File: src/rtl/tug_pkg.sv
// Shared types and constants for the tug-of-war playfield.
package tug_pkg;
    typedef enum logic [1:0] {PLAY, HOLD, OVER} state_t;

    localparam logic SIDE_LEFT  = 1'b1;
    localparam logic SIDE_RIGHT = 1'b0;
endpackage

File: src/rtl/tug_key_edge.sv
// Key history register with a combinational rising-edge output.
module tug_key_edge
    import tug_pkg::*;
(
    input  logic clk,
    input  logic reset,
    input  logic key,
    output logic rise
);
    logic key_d, key_q;

    always_comb begin
        key_d = key;
    end

    always_ff @(posedge clk or posedge reset) begin
        if (reset) key_q <= 1'b0;
        else       key_q <= key_d;
    end

    // History clears on reset, so a key held through release is one press.
    assign rise = key & ~key_q;
endmodule

File: src/rtl/tug_field.sv
// Tug-of-war playfield: rope position, round scoring, hold delay and match FSM.
module tug_field
    import tug_pkg::*;
#(
    parameter int N           = 9,
    parameter int SCORE_W     = 3,
    parameter int MAX_SCORE   = 7,
    parameter int HOLD_CYCLES = 4
) (
    input  logic               clk,
    input  logic               reset,
    input  logic               L,
    input  logic               R,
    output logic [N-1:0]       lights,
    output logic               win_l,
    output logic               win_r,
    output logic [SCORE_W-1:0] score_l,
    output logic [SCORE_W-1:0] score_r,
    output logic               game_over,
    output logic               game_winner
);
    localparam int PW     = $clog2(N);
    localparam int HW     = (HOLD_CYCLES > 1) ? $clog2(HOLD_CYCLES) : 1;
    localparam int CENTRE = (N - 1) / 2;

    generate
        if ((N % 2) == 0 || N < 3) begin : g_bad_n
            $fatal(1, "tug_field: N must be odd and >= 3");
        end
        if (MAX_SCORE < 1 || MAX_SCORE > (1 << SCORE_W) - 1) begin : g_bad_max
            $fatal(1, "tug_field: MAX_SCORE out of range for SCORE_W");
        end
        if (HOLD_CYCLES < 1) begin : g_bad_hold
            $fatal(1, "tug_field: HOLD_CYCLES must be >= 1");
        end
    endgenerate

    logic l_rise, r_rise, l_press, r_press;

    tug_key_edge u_edge_l (.clk(clk), .reset(reset), .key(L), .rise(l_rise));
    tug_key_edge u_edge_r (.clk(clk), .reset(reset), .key(R), .rise(r_rise));

    // Simultaneous rises cancel out.
    assign l_press = l_rise & ~r_rise;
    assign r_press = r_rise & ~l_rise;

    state_t             state_d, state_q;
    logic [PW-1:0]      pos_d, pos_q;
    logic [HW-1:0]      hold_d, hold_q;
    logic [SCORE_W-1:0] score_l_d, score_l_q, score_r_d, score_r_q;
    logic [N-1:0]       lights_d, lights_q;
    logic               win_l_d, win_l_q, win_r_d, win_r_q;
    logic               over_d, over_q, winner_d, winner_q;

    always_comb begin
        state_d   = state_q;
        pos_d     = pos_q;
        hold_d    = hold_q;
        score_l_d = score_l_q;
        score_r_d = score_r_q;
        over_d    = over_q;
        winner_d  = winner_q;
        win_l_d   = 1'b0;
        win_r_d   = 1'b0;
        case (state_q)
            PLAY: begin
                if (l_press) begin
                    if (pos_q < PW'(N - 1)) begin
                        pos_d = pos_q + 1'b1;
                    end else begin
                        score_l_d = score_l_q + 1'b1;
                        win_l_d   = 1'b1;
                        hold_d    = '0;
                        if (score_l_d == SCORE_W'(MAX_SCORE)) begin
                            state_d  = OVER;
                            over_d   = 1'b1;
                            winner_d = SIDE_LEFT;
                        end else begin
                            state_d = HOLD;
                        end
                    end
                end else if (r_press) begin
                    if (pos_q > '0) begin
                        pos_d = pos_q - 1'b1;
                    end else begin
                        score_r_d = score_r_q + 1'b1;
                        win_r_d   = 1'b1;
                        hold_d    = '0;
                        if (score_r_d == SCORE_W'(MAX_SCORE)) begin
                            state_d  = OVER;
                            over_d   = 1'b1;
                            winner_d = SIDE_RIGHT;
                        end else begin
                            state_d = HOLD;
                        end
                    end
                end
            end
            HOLD: begin
                if (hold_q == HW'(HOLD_CYCLES - 1)) begin
                    state_d = PLAY;
                    pos_d   = PW'(CENTRE);
                end else begin
                    hold_d = hold_q + 1'b1;
                end
            end
            default: ;
        endcase
        lights_d = (state_d == PLAY) ? (N'(1) << pos_d) : '0;
    end

    always_ff @(posedge clk or posedge reset) begin
        if (reset) begin
            state_q   <= PLAY;
            pos_q     <= PW'(CENTRE);
            hold_q    <= '0;
            score_l_q <= '0;
            score_r_q <= '0;
            lights_q  <= N'(1) << CENTRE;
            win_l_q   <= 1'b0;
            win_r_q   <= 1'b0;
            over_q    <= 1'b0;
            winner_q  <= 1'b0;
        end else begin
            state_q   <= state_d;
            pos_q     <= pos_d;
            hold_q    <= hold_d;
            score_l_q <= score_l_d;
            score_r_q <= score_r_d;
            lights_q  <= lights_d;
            win_l_q   <= win_l_d;
            win_r_q   <= win_r_d;
            over_q    <= over_d;
            winner_q  <= winner_d;
        end
    end

    assign lights      = lights_q;
    assign win_l       = win_l_q;
    assign win_r       = win_r_q;
    assign score_l     = score_l_q;
    assign score_r     = score_r_q;
    assign game_over   = over_q;
    assign game_winner = winner_q;
endmodule

File: config.mk
export PLATFORM = sky130hd
export DESIGN_NAME = tug_field
export DESIGN_NICKNAME = d
export VERILOG_FILES = /design/src/rtl/tug_pkg.sv /design/src/rtl/tug_key_edge.sv /design/src/rtl/tug_field.sv
export SDC_FILE = /design/constraint.sdc
export NUM_CORES = 1
export LEC_CHECK = 0
export ABC_AREA = 1
export CORE_AREA = 5 5 65 67
export CTS_CLUSTER_DIAMETER = 50
export CTS_CLUSTER_SIZE = 16
export DETAILED_ROUTE_END_ITERATION = 6
export DIE_AREA = 0 0 70 72
export PLACE_DENSITY = 0.7
export SETUP_SLACK_MARGIN = 0.4
export SLEW_MARGIN = 20
export SYNTH_ARGS = -nofsm -noshare
export SYNTH_HDL_FRONTEND = slang
export SYNTH_SLANG_ARGS = --single-unit
File: constraint.sdc
create_clock -name clk -period 2 [get_ports clk]
set_input_delay 0.4 -clock clk [delete_from_list [all_inputs] [get_ports clk]]
set_output_delay 0.4 -clock clk [all_outputs]
set_load 0.03 [all_outputs]
==> metrics.md <==
| Metric | Value |
|---|---|
| GRT Util Overall | 13.80% |
| Area Growth Syn to Fin | 37.69% |
| CP max FO | 8 |
| Hold Fails Final Rpt | 0 |
| Status | finished clean |
| Die area | 0.005040 mm^2 |
| Number of synthesized register bits | 29 |
| Num CTS Buffers | 5 |
| Via count | 1271 |
| Clock Skews | 16.70 ps |
| Commonest cells post-synth | nand2_1, nor2_1, dfrtp_1 |
| Die height | 72 um |
| PnR worst setup slack | 277.4 ps |
| CTS tree | yes |
| Clock insertion delay at the later pin of the skew report | 340 ps |
| Placer Congestion | 0.8866 |
| Pre-CTS setup slack | -290.7 ps |
| Syn Nets | 198 |
| Crit path kind | register to register |
| Most common cell in the netlist | nand2_1 |
| Row Count | 22 |
| Antenna-violating nets left | 0 |
| Core box area | 0.003578 mm^2 |
| Starting Density | 42.76% |
| DR vias/cell | 4.656 |
| Antenna violations before repair | 0 |
| Synth top area share | 44.15% |
| Slew margin rel. | 75.53% |
| Fmax achieved | 580.5 MHz |
| Most used DFF post-synth | dfrtp_1 |
| CTS max path bufs | 2 |
| Top-Level Pins | 23 |
| Peak supply drop | 0.2659 mV |
| Fraction of registers with async set/reset | 100.0% |
| Final wirelength | 3189 um |
| Width of the die | 70 um |
| Library cells used by synthesis | 24 |
| Gr ovfl total | 0 |
| Port-buffer cells | 22 |
| CP endpoint kind | register |
| Largest net degree at the start of global routing | 30 |
| Sink Count | 29 |
| Hold path start | L |
| Crit share post-route | 86.13% |
| P per Cell Area | 484.9 mW/mm^2 |
| Total of max-cap violations | 0 |
| Reg clk slew, reported paths | 100 ps |
| Ant diodes | 0 |
| 1st-iter DRT viols | 74 |
| Post-route insts no fill | 273 |
| Synth warn | 0 |
| Seq/Total Area, Yosys | 47.59% |
| Final Net Count | 237 |
| Post-synth EDFFs | 0 |
| Global-route wire length before repair | 5471 um |
| Least-Margin Pin Slew | 367.0 ps |
| Layout cell share with drive strength beyond 1 | 34.67% |
| Final setup fails | 0 |
| RSZ-0062 raised after global routing | yes |
| Synthesized area | 0.001530 mm^2 |
| Detailed-route wire length per cell | 11.68 um |
| Crit path DAT | 1990 ps |
| Synth area leaders | dfrtp_1, nand2_1, ha_1 |
| Leakage | 0.001017 uW |
| CTS Hold Bufs | 0 |
| Synth Instances | 185 |
| Vias in the first global route | 1178 |
| Root Buffer | clkbuf_4 |
| Crit path time final | 1723 ps |
| DP Cell Count | 263 |
| RR Startpoint | u_edge_r.key_q |
| H-tree levels | 2 |
| Crit path launch | u_edge_r.key_q |
| Worst endpoint required time | 2260 ps |
| HP Class | input port to register |
| Max-slew violations | 0 |
| Leading area contributor after synthesis | dfrtp_1 |
| Pre-antenna DRT Iters | 4 |
| DRC violations left | 0 |
| Mapped Avg Cell Area | 8.271 um^2 |
| Dpl hpwl | 2295 um |
| Startpoint Class | register |
## final timing paths
path,endpoint,slack [ps],depth (start not counted)
worst max-delay path,lights[3],280,12
worst min-delay path,u_edge_l.key_q,320,1
worst max register to register,lights[3],280,12
worst min register to register,game_over,460,2
max in group asynchronous,pos_q[2],1260,3
min in group asynchronous,game_over,420,3
## worst max-delay path, stage by stage, from the launching register on
cell and delay (ps):
dfrtp_1 410, nor2_4 120, inv_2 60, ha_4 210
inv_4 110, nand2_2 70, nand2_1 60, nand2_1 40
nand2_1 70, nand2_2 80, nor2_4 190, nand3_4 130
nor2_2 100
## registers in the layout (all words and copies together), names as in the netlist
name / count
u_edge_l.key_q: 1
win_r: 1
hold_q: 2
u_edge_r.key_q: 1
state_q: 2
pos_q: 4
win_l: 1
score_r: 3
score_l: 3
lights: 9
game_over: 1
game_winner: 1
## metal layers
metal	global-route usage (%)	vias to the layer above	wire (um)	share of wire, %
met5	0	-	0	0
met4	8.085	0	74	2.3
met3	4.017	6	155	4.9
met2	20.46	24	1537	48
met1	17.96	590	1420	45
li1	-	651	-	-
## cells in the final DEF, fill, tap and decap left out
| cell type | n |
|---|---|
| a21oi_1 | 3 |
| a21oi_4 | 1 |
| a22o_1 | 1 |
| and2_1 | 1 |
| and2_4 | 1 |
| buf_4 | 10 |
| buf_6 | 1 |
| clkbuf_1 | 2 |
| clkbuf_2 | 1 |
| clkbuf_4 | 5 |
| clkbuf_8 | 1 |
| clkdlybuf4s15_1 | 2 |
| clkdlybuf4s15_2 | 1 |
| clkdlybuf4s50_1 | 1 |
| dfrtp_1 | 27 |
| dfstp_2 | 2 |
| dlygate4sd2_1 | 17 |
| ha_1 | 6 |
| ha_4 | 3 |
| inv_1 | 18 |
| inv_2 | 12 |
| inv_4 | 2 |
| nand2_1 | 30 |
| nand2_2 | 9 |
| nand2_4 | 2 |
| nand3_1 | 12 |
| nand3_2 | 5 |
| nand3_4 | 2 |
| nand4_1 | 1 |
| nor2_1 | 15 |
| nor2_2 | 9 |
| nor2_4 | 8 |
| o21ai_0 | 8 |
| o21ai_1 | 1 |
| o21ai_2 | 1 |
| o21bai_4 | 1 |
| o22ai_2 | 1 |
| xor2_1 | 2 |
## metrics by stage
stage          area [um^2]  hold slack, ps  setup TNS, ps  power [uW]  util [%]
3_5_place_dp          1892           449.4          -4043       647.8     52.87
2_1_floorplan         1555           431.4              0       630.7         -
4_1_cts               2039           303.1              0        1032     56.99
6_report              2107           319.7              0        1022     58.88
3_3_place_gp          1892           445.3          -3535       646.5     52.87
5_1_grt               2107           306.7              0        1061     58.88
## power by group
part           switching [uW]  total [uW]  internal (uW)
Combinational            36.7        58.0           21.3
Clock                     201         374            173
Sequential               1.67         590            588
Total                     239        1020            783
## final cells by class
cell class                 count  area (um^2)
fill                         315         1471
timing repair buffer          33        281.5
inverter                      32        125.1
clock buffer                   8        58.81
tap                           48        60.06
multi-input combinational    123        853.3
sequential                    29        728.2
## kinds of logic (layout without fill, tap and decap cells)
group / count (synthesis) / in the layout / share of synthesized area, %
AOI/OAI and AO/OA: 17 / 17 / 6.542
xor gates and xnor gates: 2 / 2 / 1.145
adders and majority gates: 9 / 9 / 7.359
buffers and inverters: 33 / 73 / 8.586
DFF: 29 / 29 / 47.59
and+or+nand+nor: 95 / 95 / 28.78
## repair_timing
| action | in CTS | in global routing |
|---|---|---|
| resized for setup | 49 | 21 |
| pin swaps | 18 | 8 |
| buffers inserted | 1 | 1 |
| endpoints found under the setup margin | 46 | 21 |
Power figures use the tool's default switching activity.
